File: src/rtl/vram_blit_engine.sv
// VRAM blit engine: full-buffer FILL and row SCROLL for a text display.
// The CPU owns the VRAM port whenever it asks; the engine uses idle cycles.
module vram_blit_engine #(
  parameter int COLS_WORDS = 80,
  parameter int ROWS       = 45,
  parameter int ADDR_WIDTH = 12,
  parameter int RD_LATENCY = 2
) (
  input  logic                  clk_in,
  input  logic                  rst_in,
  input  logic                  cpu_req_in,
  input  logic [31:0]           cpu_addr_in,
  input  logic [31:0]           cpu_data_in,
  input  logic [3:0]            cpu_write_enable_in,
  output logic [31:0]           cpu_data_out,
  input  logic                  cmd_valid_in,
  output logic                  cmd_ready_out,
  input  logic                  cmd_op_in,
  input  logic [5:0]            cmd_rows_in,
  input  logic [31:0]           cmd_fill_in,
  output logic                  busy_out,
  output logic                  done_out,
  output logic [ADDR_WIDTH-1:0] vram_addr_out,
  output logic [31:0]           vram_data_out,
  output logic [3:0]            vram_write_enable_out,
  input  logic [31:0]           vram_data_in
);

  localparam int AW    = ADDR_WIDTH;
  localparam int TOTAL = COLS_WORDS * ROWS;
  localparam logic [AW-1:0] LAST = AW'(TOTAL - 1);
  localparam logic [7:0] WLAST = 8'(RD_LATENCY - 1);

  localparam logic [2:0] S_IDLE = 3'd0;
  localparam logic [2:0] S_RD   = 3'd1;
  localparam logic [2:0] S_WAIT = 3'd2;
  localparam logic [2:0] S_WR   = 3'd3;
  localparam logic [2:0] S_FILL = 3'd4;
  localparam logic [2:0] S_DONE = 3'd5;

  logic [2:0]    state_q, state_d;
  logic [AW-1:0] idx_q, idx_d;
  logic [AW-1:0] shift_q, shift_d;
  logic [AW-1:0] clast_q, clast_d;
  logic [31:0]   fill_q, fill_d;
  logic [31:0]   data_q, data_d;
  logic [7:0]    wcnt_q, wcnt_d;

  logic [AW-1:0] eng_addr;
  logic [31:0]   eng_data;
  logic [3:0]    eng_we;

  int            rows_i;
  logic          rows_big;
  logic          is_fill;
  logic          is_none;
  logic          is_copy;
  logic [AW-1:0] shift_new;
  logic [AW-1:0] clast_new;

  assign rows_i    = int'(cmd_rows_in);
  assign rows_big  = rows_i >= ROWS;
  assign is_fill   = !cmd_op_in || rows_big;
  assign is_none   = cmd_op_in && cmd_rows_in == 6'd0;
  assign is_copy   = cmd_op_in && !rows_big &&
                     cmd_rows_in != 6'd0;
  assign shift_new = AW'(rows_i * COLS_WORDS);
  // last copy destination; only meaningful for 0 < rows < ROWS
  assign clast_new = AW'(TOTAL - 1 - rows_i * COLS_WORDS);

  always_comb begin
    state_d  = state_q;
    idx_d    = idx_q;
    shift_d  = shift_q;
    clast_d  = clast_q;
    fill_d   = fill_q;
    data_d   = data_q;
    wcnt_d   = wcnt_q;
    eng_addr = idx_q;
    eng_data = fill_q;
    eng_we   = 4'b0000;
    case (state_q)
      S_IDLE: begin
        if (cmd_valid_in) begin
          fill_d  = cmd_fill_in;
          idx_d   = '0;
          shift_d = shift_new;
          clast_d = clast_new;
          unique case (1'b1)
            is_fill: state_d = S_FILL;
            is_none: state_d = S_DONE;
            is_copy: state_d = S_RD;
            default: state_d = S_IDLE;
          endcase
        end
      end
      S_RD: begin
        eng_addr = idx_q + shift_q;
        if (!cpu_req_in) begin
          wcnt_d  = '0;
          state_d = S_WAIT;
        end
      end
      S_WAIT: begin
        // read data lands RD_LATENCY cycles after the RD cycle
        if (wcnt_q == WLAST) begin
          data_d  = vram_data_in;
          state_d = S_WR;
        end else begin
          wcnt_d = wcnt_q + 8'd1;
        end
      end
      S_WR: begin
        eng_data = data_q;
        if (!cpu_req_in) begin
          eng_we  = 4'b1111;
          idx_d   = idx_q + 1'b1;
          state_d = (idx_q == clast_q) ? S_FILL : S_RD;
        end
      end
      S_FILL: begin
        if (!cpu_req_in) begin
          eng_we = 4'b1111;
          if (idx_q == LAST) state_d = S_DONE;
          else idx_d = idx_q + 1'b1;
        end
      end
      S_DONE: begin
        idx_d   = '0;
        state_d = S_IDLE;
      end
      default: state_d = S_IDLE;
    endcase
  end

  always_ff @(posedge clk_in or negedge rst_in) begin
    if (!rst_in) begin
      state_q <= S_IDLE;
      idx_q   <= '0;
      shift_q <= '0;
      clast_q <= '0;
      fill_q  <= '0;
      data_q  <= '0;
      wcnt_q  <= '0;
    end else begin
      state_q <= state_d;
      idx_q   <= idx_d;
      shift_q <= shift_d;
      clast_q <= clast_d;
      fill_q  <= fill_d;
      data_q  <= data_d;
      wcnt_q  <= wcnt_d;
    end
  end

  always_comb begin
    if (cpu_req_in) begin
      vram_addr_out         = cpu_addr_in[AW+1:2];
      vram_data_out         = cpu_data_in;
      vram_write_enable_out = cpu_write_enable_in;
    end else begin
      vram_addr_out         = eng_addr;
      vram_data_out         = eng_data;
      vram_write_enable_out = eng_we;
    end
  end

  assign cpu_data_out  = vram_data_in;
  assign cmd_ready_out = state_q == S_IDLE;
  assign busy_out      = state_q != S_IDLE;
  assign done_out      = state_q == S_DONE;

  logic unused_addr;
  assign unused_addr = ^{cpu_addr_in[31:AW+2],
                         cpu_addr_in[1:0]};

endmodule

File: config.mk
export PLATFORM = sky130hd
export DESIGN_NAME = vram_blit_engine
export DESIGN_NICKNAME = d
export VERILOG_FILES = /design/src/rtl/vram_blit_engine.sv
export SDC_FILE = /design/constraint.sdc
export NUM_CORES = 1
export LEC_CHECK = 0
export BUFFER_PORTS_ARGS = -buffer_cell sky130_fd_sc_hd__buf_2
export CAP_MARGIN = 30
export CORE_MARGIN = 2
export CORE_UTILIZATION = 54
export DETAILED_ROUTE_END_ITERATION = 6
export GPL_ROUTABILITY_DRIVEN = 0
export GPL_TIMING_DRIVEN = 0
export PLACE_DENSITY_LB_ADDON = 0.05
export SYNTH_ARGS = -nofsm -noshare
export SYNTH_HDL_FRONTEND = slang
export SYNTH_SLANG_ARGS = --single-unit
export TNS_END_PERCENT = 20
File: constraint.sdc
create_clock -name clk_in -period 6.7 [get_ports clk_in]
set_clock_uncertainty 0.05 [all_clocks]
set_input_delay 1.34 -clock clk_in [delete_from_list [all_inputs] [get_ports clk_in]]
set_output_delay 1.34 -clock clk_in [all_outputs]
set_load 0.005 [all_outputs]
* Word-level counts from Yosys, hierarchy flattened *
Cells that the tools add are included.

word-level totals
  flip-flop bits (word level) = 107
  input bits = 143
  output and inout port bits = 83
  logic and storage cells = 70

operators by class
  $add $sub $neg = 4
  multipliers = 1
  magnitude comparators = 1
  eq/ne operators = 16
  muxes and demuxes = 23
  reductions and logical operators = 18

operator list
  operator                                                                number
  12-bit 2-to-1 mux                                                       6
  32-bit 2-to-1 mux                                                       2
  12-bit one-hot mux with 4 select lines                                  1
  3-bit 2-to-1 mux                                                        7
  8-bit 2-to-1 mux                                                        2
  2-bit inequality test (second input constant)                           8
  8-bit one-hot mux with 2 select lines                                   1
  3-bit one-hot mux with 5 select lines                                   1
  12-bit by 1-bit adder with 12-bit output (second input constant)        1
  12-bit adder                                                            1
  12-bit equality test                                                    1
  12-bit equality test (second input constant)                            1
  12-bit subtractor (first input constant)                                1
  3-bit one-hot mux with 3 select lines                                   1
  8-bit by 1-bit adder with 8-bit output (second input constant)          1
  8-bit by 1-bit equality test with 1-bit output (second input constant)  1
  6-bit by 3-bit multiplier with 8-bit output (second input constant)     1
  4-bit 2-to-1 mux                                                        2
  3-bit by 2-bit equality test with 1-bit output (second input constant)  2
  3-bit equality test (second input constant)                             2
  6-bit >= comparator (second input constant)                             1
  6-bit zero test                                                         1
  6-bit AND reduction                                                     1
  6-bit nonzero test                                                      1
  12 further kinds                                                        16

* Logic depth before layout (Yosys ltp) *
Gate-level depths: netlist of run 1.

  word-level depth = 7
  gate-level depth with buffers = 10
  mapped depth without buffers = 10

* Worst setup path after synthesis of run 1 *
No wires, ideal clock.

  kind = input-to-output
  start point = input port cpu_req_in
  end point = output port vram_data_out[10]
  arrival = 2.350 ns
  required time = 5.310 ns
  slack = 2.960 ns
  stages = 5
  path buffers = 3
  cell sequence = clkbuf_1 > clkbuf_1 > clkbuf_1 > nand2_1 > o21ai_0

between the ends
  word-level cells in the longest chain between the ends = 1

RTL lines
  item               line  RTL
  from (decl)        11    input logic cpu_req_in,
  32-bit 2-to-1 mux  157   if (cpu_req_in) begin
  to (decl)          24    output logic [31:0] vram_data_out,

No other way between the ends.

* Worst setup path after layout of run 1 *
  start point = input port cpu_req_in
  end point = output port vram_data_out[12]

Same word-level chain as after synthesis.

==> flow_summary.json, run 1 <==
{
  "worst_path_max_delay_cell": "clkbuf_1",
  "cts_setup_buffers": 0,
  "vdd_drop_max_mv": 0.1789,
  "ys_seq_area_share_pct": 42.61,
  "coreArea_sq_um": 10890,
  "reg2reg_depth": 7,
  "cp_slowest_stage_delay_ns": 0.61,
  "path_cells": "buf_2, clkbuf_1, clkbuf_1, clkbuf_1, nand2_1, o21ai_0, buf_2",
  "post-route-drc-count": 0,
  "p_int_uw": 1611,
  "max_slew_margin_pct": 48.41,
  "synthFlopType": "dfrtp_1",
  "worstHoldPathCells": 1,
  "routedWlPerCell_um": 16.29,
  "first_iter_violations": 198,
  "grt_pass1_vias": 5241,
  "overflow": 0,
  "maxCapViolations": 0,
  "cp.required_ns": 5.31,
  "cts.clk_slew.worst_paths_ns": 0.09,
  "synth_fp_nets": 762,
  "clkLatencyLatePin_ns": 0.38,
  "wl_um": 15620,
  "synth.mux.area_fraction_pct": 19.54,
  "numCtsBuffers": 9,
  "worstSetupPathType": "input port to output pin",
  "syn_area_sq_um": 6050,
  "switching_share_pct": 35.39,
  "finalSetupTns_ns": 0,
  "hold_viol_final": 0,
  "finalInstanceArea_sq_um": 7483,
  "rsz0062_at_grt": "false",
  "num_io_pins": 226,
  "cts_resized": 0,
  "clockBufferDepth": 2,
  "dpl.cell_count": 943,
  "via_count": 5148,
  "n_antenna_cell": 0,
  "worstMarginPinSlew_ns": 0.7631,
  "synthXorXnorAreaFrac_pct": 4.922,
  "drtAntennaViolNets": 0,
  "fin_cells": 959,
  "cp-end-kind": "output pin",
  "grt_max_degree": 58,
  "grt_pass1_wl_um": 24960,
  "start_util_pct": 55.56,
  "path_common_cell": "clkbuf_1",
  "p_per_area_nw_per_um2": 333.2,
  "synthAdderAreaFrac_pct": 4.798,
  "clock_sinks": 103,
  "crit_fanout": 10,
  "p_leak_uw": 0.003940,
  "synthDistinctLibCells": 47,
  "die_y_um": 109.8,
  "grt_usage_pct": 26.83,
  "clockPowerShare_pct": 16.2,
  "drt-vias-per-instance": 5.368,
  "synth-edff-count": 0,
  "worstSetupStartpointType": "input port",
  "drive_gt1_share_pct": 40.66,
  "htreeDepth": 3,
  "port_buffers": 205,
  "drv_slew": 0,
  "fin_crit_sh_pct": 69.64,
  "min_path_type": "flop to flop",
  "dr.pass1.iters": 4,
  "layout.nets": 979,
  "ys_ff_latch": 103,
  "fmax_mhz": 214.3,
  "synth-compound-area-share_pct": 8.935,
  "seq_power_share_pct": 41.8,
  "cts_tree": "built",
  "antenna_found_initial": 2,
  "outcome": "finished clean",
  "core.rowCount": 38,
  "dp_hpwl_um": 12150,
  "placed_area_sq_um": 7281,
  "fin_crit_ns": 4.666,
  "setup_viol": 0,
  "die_x_um": 109.8,
  "synthSimpleGateAreaFrac_pct": 12.04,
  "areaGrowthSynthToFinish_pct": 23.70,
  "ys_warn_count": 0,
  "power.switching_uw": 882.4,
  "clockRootBuffer": "clkbuf_8",
  "async_flop_share_pct": 100.0,
  "synth_top_family_by_area": "multiplexers",
  "synth_cells": 597,
  "arrival_ns": 3.28,
  "p_comb_share_pct": 42.0,
  "cts_hold_buf": 0,
  "die_area_sq_um": 12070,
  "syn_area_per_cell_sq_um": 10.13
}
-- cell usage after synthesis (12+ instances only) --
cell	instances	area share [%]
clkbuf_1	21	1.3
buf_4	32	4.0
nand2_1	64	4.0
nor2_1	28	1.7
ha_1	20	4.1
a21oi_1	15	1.2
mux2_2	73	14
mux2i_1	36	6.0
o21ai_0	55	4.6
inv_1	21	1.3
dfrtp_1	103	43
xor2_1	22	3.2
xnor2_1	12	1.7
-- through the flow --
step                util (%)  total power [uW]  worst slack, ns  hold slack [ns]
floorplan                  -              1750            2.960           0.4038
global placement       66.59              2054            1.969           0.4259
detailed placement     66.87              2104            1.974           0.4251
CTS                    68.73              2510            1.960           0.4509
global route           68.73              2687            1.819           0.4633
finish                 68.73              2493            2.034           0.4481
-- cell type report --
class,count,area (sq um)
Buffer,61,354.1
Tap cell,140,175.2
Timing Repair Buffer,206,1056
Multi-Input combinational cell,412,3039
Fill cell,898,3405
Clock buffer,11,141.4
Inverter,21,78.83
Sequential cell,103,2577
Clock inverter,5,61.31
-- kinds of logic after synthesis --
family                   count (synthesis)
AO/OA/AOI/OAI                           95
flip-flops                             103
multiplexers                           109
adder cells (fa/ha/maj)                 22
XOR/XNOR                                34
AND/OR/NAND/NOR                        152
buffers and inverters                   82
-- sequential cells by signal, indices dropped and copies added (netlist names) --
name	flops
data_q	32
fill_q	32
wcnt_q	8
idx_q	12
shift_q	7
clast_q	9
state_q	3
-- placed cells by master (no fill, tap or decap), drive strengths merged, types with 20 or more instances in the layout --
master / instances
nor2: 28
inv: 24
buf: 246
dfrtp: 103
mux2i: 36
o21ai: 55
nand2: 64
clkbuf: 32
xor2: 22
ha: 20
mux2: 73
-- worst paths after layout --
| path | end | startpoint | slack (ns) |
|---|---|---|---|
| worst max-delay path | vram_data_out[12] | cpu_req_in | 2.03 |
| worst min-delay path | clast_q[3]$_DFFE_PN0P_ | clast_q[3]$_DFFE_PN0P_ | 0.45 |
| worst max register to register | data_q[11]$_DFFE_PN0P_ | wcnt_q[1]$_DFFE_PN0P_ | 4.03 |
| worst min register to register | clast_q[3]$_DFFE_PN0P_ | clast_q[3]$_DFFE_PN0P_ | 0.45 |
| max in group asynchronous | state_q[1]$_DFFE_PN0P_ | rst_in | 4.97 |
| min in group asynchronous | clast_q[6]$_DFFE_PN0P_ | rst_in | 0.92 |
-- worst max-delay path, delay by kind of cell --
| kind | cells | cell delay (ns) |
|---|---|---|
| buffers and inverters | 5 | 1.72 |
| AOI/OAI and AO/OA | 1 | 0.13 |
| and+or+nand+nor | 1 | 0.08 |
-- power groups by stage --
stage	sequential (uW)	combinational [uW]	clock (uW)
after floorplan	1000	745	0
after global placement	1040	1010	0
after detailed placement	1050	1050	0
after CTS	1040	1060	414
after global routing	1080	1170	441
final	1040	1050	405
-- metal layers --
layer / GRT usage (%) / routed length (um) / vias to the layer above
li1: - / - / 2476
met1: 31.86 / 6412 / 2492
met2: 47.28 / 8003 / 162
met3: 7.587 / 939 / 16
met4: 7.505 / 250 / 2
met5: 0 / 13 / -
Note: power is estimated with default switching activity, not from simulation.
==> run 2: changes to the inputs <==
--- a/config.mk
+++ b/config.mk
@@ -8,7 +8,7 @@
 export BUFFER_PORTS_ARGS = -buffer_cell sky130_fd_sc_hd__buf_2
 export CAP_MARGIN = 30
 export CORE_MARGIN = 2
-export CORE_UTILIZATION = 54
+export CORE_UTILIZATION = 45
 export DETAILED_ROUTE_END_ITERATION = 6
 export GPL_ROUTABILITY_DRIVEN = 0
 export GPL_TIMING_DRIVEN = 0
==> constraint.sdc (replaced) <==
create_clock -name clk_in -period 4 [get_ports clk_in]
set_clock_uncertainty 0.05 [all_clocks]
set_input_delay 0.8 -clock clk_in [delete_from_list [all_inputs] [get_ports clk_in]]
set_output_delay 0.8 -clock clk_in [all_outputs]
set_load 0.005 [all_outputs]
==> run 2 against run 1 <==
Against the previous run:
- largest power group is now sequential cells
- clock power increased by 130%
- critical endpoint is now vram_addr_out[10]
- highest routed layer unchanged
- global-route usage down 3.3 points
- sequential share of layout area down 0.66 points
==> flow_summary.json, run 2 (same netlist as run 1, synthesis figures left out) <==
{
  "outcome": "finished clean",
  "antenna_found_initial": 1,
  "numCtsBuffers": 9,
  "cts_resized": 0,
  "power.total_uw": 4412,
  "p_per_area_nw_per_um2": 578.2,
  "finalSetupTns_ns": 0,
  "core.rowCount": 42,
  "n_antenna_cell": 0,
  "dp_hpwl_um": 12690,
  "drive_gt1_share_pct": 40.78,
  "die_x_um": 119.9,
  "port_buffers": 205,
  "cts_hold_buf": 0,
  "arrival_ns": 2.78,
  "hold_viol_final": 0,
  "switching_share_pct": 34.66,
  "p_int_uw": 2883,
  "drtAntennaViolNets": 0,
  "htreeDepth": 3,
  "cp.required_ns": 3.15,
  "path_cells": "clkbuf_1, inv_1, fa_1, nor2b_1, o21ai_0, nand2b_1, a31oi_1, xnor2_1, a221o_1, buf_2",
  "max_slew_margin_pct": 47.05,
  "grt_pass1_wl_um": 26210,
  "drv_slew": 0,
  "rsz0062_at_grt": "false",
  "cts.clk_slew.worst_paths_ns": 0.07,
  "first_iter_violations": 324,
  "via_count": 5160,
  "p_leak_uw": 0.003985,
  "vdd_drop_max_mv": 0.2963,
  "cts_setup_buffers": 0,
  "overflow": 0,
  "clockPowerShare_pct": 20.7,
  "fin_crit_sh_pct": 90.66,
  "wl_um": 16310,
  "dpl.cell_count": 979,
  "setup_viol": 0,
  "worstMarginPinSlew_ns": 0.7942,
  "num_io_pins": 226,
  "grt_usage_pct": 23.52,
  "power.switching_uw": 1529,
  "worstSetupPathType": "flop to output pin",
  "reg_top3": "data_q: 32 flops, fill_q: 32 flops, idx_q: 12 flops",
  "fin_crit_ns": 3.626,
  "fmax_mhz": 275.8,
  "grt_max_degree": 58,
  "post-route-drc-count": 0,
  "drt-vias-per-instance": 5.186,
  "rrSetupSlack_ns": 1.30,
  "cp_slowest_stage_delay_ns": 0.46,
  "min_path_type": "input port to async pin",
  "cts_tree": "built",
  "clock_sinks": 103,
  "crit_fanout": 7,
  "maxCapViolations": 0,
  "layout.nets": 979,
  "worstSetupStartpointType": "flop",
  "coreArea_sq_um": 13190,
  "p_comb_share_pct": 39.7,
  "worst_path_max_delay_cell": "fa_1",
  "final_cell_mix": "buf_2 (208), dfrtp_1 (103), mux2_2 (73), nand2_1 (64), o21ai_0 (55)",
  "seq_power_share_pct": 39.6,
  "path_buf_inv": 3,
  "clkLatencyLatePin_ns": 0.35,
  "areaGrowthSynthToFinish_pct": 26.12,
  "die_area_sq_um": 14390,
  "start_util_pct": 45.86,
  "clockBufferDepth": 2,
  "cp-end-kind": "output pin",
  "routedWlPerCell_um": 16.39,
  "final_common_cell": "buf_2",
  "fin_cells": 995,
  "grt_pass1_vias": 5173,
  "die_y_um": 119.9,
  "crit_family": "buffers and inverters",
  "dr.pass1.iters": 4,
  "clockRootBuffer": "clkbuf_16"
}
run 2: changes by cell type in the layout (fill, tap and decap cells not counted), sizes merged:
cell,before,now
clkbuf,32,30
clkinv,1,2
clkinvlp,0,1
run 2: layer usage:
layer / global-route usage (%) / up-vias / wire length [um]
li1: - / 2487 / -
met3: 6.416 / 24 / 850
met4: 6.618 / 2 / 300
met2: 40.48 / 166 / 8095
met1: 28.93 / 2481 / 7045
met5: 0 / - / 16
run 2: layout make-up:
class	instances	area, sq um
Buffer	61	354.1
Clock buffer	9	225.2
Clock inverter	7	78.83
Fill cell	1201	5560
Inverter	21	78.83
Multi-Input combinational cell	412	3039
Sequential cell	103	2577
Tap cell	176	220.2
Timing Repair Buffer	206	1056
run 2: power by group through the flow:
stage                     sequential (uW)  clock [uW]  combinational (uW)
after floorplan                      1680           0                1250
after global placement               1740           0                1720
after detailed placement             1770           0                1770
after CTS                            1750         938                1780
after global routing                 1810         983                1950
final                                1750         912                1750
run 2: metrics by stage:
stage	hold WS [ns]	instance area [sq um]	setup WS, ns	utilization, %
finish	0.4244	7630	0.3738	57.84
CTS	0.4383	7630	0.3458	57.84
floorplan	0.4038	6050	1.246	-
global placement	0.4297	7296	0.4010	55.31
global route	0.4678	7630	0.1857	57.84
detailed placement	0.4332	7326	0.4048	55.54
run 2: final timing paths:
| path | to | depth (start not counted) | start |
|---|---|---|---|
| setup / recovery | vram_addr_out[10] | 10 | idx_q[5]$_DFFE_PN0P_ |
| hold / removal | shift_q[5]$_DFFE_PN0P_ | 1 | rst_in |
| setup reg to reg | data_q[11]$_DFFE_PN0P_ | 7 | wcnt_q[1]$_DFFE_PN0P_ |
| hold reg to reg | shift_q[10]$_DFFE_PN0P_ | 2 | shift_q[10]$_DFFE_PN0P_ |
| max in group asynchronous | data_q[4]$_DFFE_PN0P_ | 2 | rst_in |
| min in group clk_in | shift_q[10]$_DFFE_PN0P_ | 2 | shift_q[10]$_DFFE_PN0P_ |
run 2: worst register-to-register path, stage by stage, from the launching register on:
cell      delay, ns
dfrtp_1        0.40
inv_1          0.08
ha_1           0.14
or4b_1         0.46
nor4_2         0.22
nand4_1        0.45
clkbuf_1       0.42
mux2_2         0.37
==> run 3: changes to the inputs <==
--- a/config.mk
+++ b/config.mk
@@ -6,13 +6,14 @@
 export NUM_CORES = 1
 export LEC_CHECK = 0
 export BUFFER_PORTS_ARGS = -buffer_cell sky130_fd_sc_hd__buf_2
-export CAP_MARGIN = 30
+export CAP_MARGIN = 15
 export CORE_MARGIN = 2
-export CORE_UTILIZATION = 45
+export CORE_UTILIZATION = 46
+export CTS_BUF_LIST = sky130_fd_sc_hd__clkbuf_4 sky130_fd_sc_hd__clkbuf_8
 export DETAILED_ROUTE_END_ITERATION = 6
 export GPL_ROUTABILITY_DRIVEN = 0
 export GPL_TIMING_DRIVEN = 0
-export PLACE_DENSITY_LB_ADDON = 0.05
+export PLACE_DENSITY = 0.78
 export SYNTH_ARGS = -nofsm -noshare
 export SYNTH_HDL_FRONTEND = slang
 export SYNTH_SLANG_ARGS = --single-unit
==> run 3 against run 2 <==
Against the previous run:
- hold slack worse by 0.030 ns
- largest cell class unchanged
- via count fell by 0.74%
- worst setup slack got worse by 0.10 ns
- global-route usage is 1.6 points lower
==> flow_summary.json, run 3 (same netlist as run 1, synthesis figures left out) <==
{
  "timing.hold.ws_ns": 0.3942,
  "antenna_found_initial": 0,
  "reg_top3": "data_q: 32 flops, fill_q: 32 flops, idx_q: 12 flops",
  "hold_viol_final": 0,
  "fin_cells": 991,
  "clockRootBuffer": "clkbuf_8",
  "post-route-drc-count": 0,
  "wl_um": 15330,
  "vdd_drop_max_mv": 0.3786,
  "cts.clk_slew.worst_paths_ns": 0.10,
  "path_common_cell": "clkbuf_1",
  "worstMarginPinSlew_ns": 0.7752,
  "core.rowCount": 41,
  "worst_slack_ns": 0.2714,
  "maxCapViolations": 0,
  "reg2reg_from": "wcnt_q[1]$_DFFE_PN0P_",
  "fin_crit_sh_pct": 93.22,
  "cp_slowest_stage_delay_ns": 0.54,
  "final_cell_mix": "buf_2 (208), dfrtp_1 (103), mux2_2 (73), nand2_1 (64), o21ai_0 (55)",
  "clkLatencyLatePin_ns": 0.38,
  "coreArea_sq_um": 12720,
  "crit_family": "buffers and inverters",
  "path_cells": "buf_2, clkbuf_1, clkbuf_1, clkbuf_1, nand2_1, o21ai_0, buf_2",
  "rrSetupSlack_ns": 1.30,
  "routedWlPerCell_um": 15.47,
  "final_common_cell": "buf_2",
  "grt_usage_pct": 21.97,
  "p_leak_uw": 0.003933,
  "crit_path_start": "cpu_req_in",
  "path_buf_inv": 5,
  "post-place-ws_ns": 0.2404,
  "num_io_pins": 226,
  "cp.required_ns": 3.15,
  "drive_gt1_share_pct": 40.78,
  "max_slew_margin_pct": 48.32,
  "worstReg2RegEnd": "data_q[7]$_DFFE_PN0P_",
  "drt-vias-per-instance": 5.169,
  "rsz0062_at_grt": "false",
  "numCtsBuffers": 9,
  "start_util_pct": 47.55,
  "p_per_area_nw_per_um2": 549.0,
  "overflow": 0,
  "die_area_sq_um": 14080,
  "crit_fanout": 10,
  "reg2reg_depth": 7,
  "via_count": 5122,
  "dpl.cell_count": 975,
  "fin_crit_ns": 3.729,
  "arrival_ns": 2.88,
  "htreeDepth": 3,
  "clockBufferDepth": 2,
  "worstSetupPathType": "input port to output pin",
  "grt_pass1_vias": 4954,
  "setup_viol": 0,
  "die_x_um": 118.7,
  "min_path_type": "input port to async pin",
  "fillers": 1182,
  "clock_sinks": 103,
  "worstSetupStartpointType": "input port",
  "n_antenna_cell": 0,
  "cts_hold_buf": 0,
  "drv_slew": 0,
  "cts_setup_buffers": 0,
  "fmax_mhz": 268.2,
  "fin_util_pct": 59.00,
  "areaGrowthSynthToFinish_pct": 24.07,
  "dr.pass1.iters": 5,
  "outcome": "finished clean",
  "grt_pass1_wl_um": 24480,
  "first_iter_violations": 282,
  "grt_max_degree": 54,
  "port_buffers": 205,
  "worst_path_max_delay_cell": "clkbuf_1",
  "die_y_um": 118.7,
  "cp-end-kind": "output pin",
  "cts_resized": 0,
  "layout.nets": 979,
  "dp_hpwl_um": 11930,
  "finalSetupTns_ns": 0,
  "cts_tree": "built",
  "drtAntennaViolNets": 0
}
==> run 3: final cells by class <==
cell class	count	area, sq um	share of cell area (%)
multi-input cells	412	3039	40.49
repair buffers	206	1056	14.07
well taps	172	215.2	2.867
plain buffers	61	354.1	4.717
clock buffers	11	145.1	1.934
flip-flops and latches	103	2577	34.34
clock inverters	5	40.04	0.5334
inverters	21	78.83	1.050
==> run 3: how the worst max path moves through the flow <==
stage	slack, ns	to	depth (start not counted)
3_5_place_dp	0.24	vram_data_out[14]	7
3_3_place_gp	0.27	vram_data_out[14]	7
6_report	0.27	vram_data_out[14]	7
2_1_floorplan	1.25	vram_addr_out[10]	9
5_1_grt	0.09	vram_data_out[14]	7
4_1_cts	0.24	vram_data_out[14]	7
==> run 3: layer usage <==
layer | track usage, % | vias up | wire (um)
met5 | 0 | - | 0
met4 | 6.920 | 0 | 321
met3 | 6.467 | 23 | 1073
met2 | 37.25 | 186 | 7482
met1 | 26.86 | 2441 | 6451
li1 | - | 2472 | -
==> run 3: where the power goes <==
group          switching, uW  internal [uW]  total [uW]
registers                267           1490        1750
clock network            375            258         633
logic                    836            897        1730
total                   1480           2640        4120
==> run 3: metrics by stage <==
step / power, uW / area, sq um
final: 4121 / 7506
after global routing: 4430 / 7506
after CTS: 4147 / 7506
after detailed placement: 3510 / 7321
after global placement: 3445 / 7291
after floorplan: 2932 / 6050
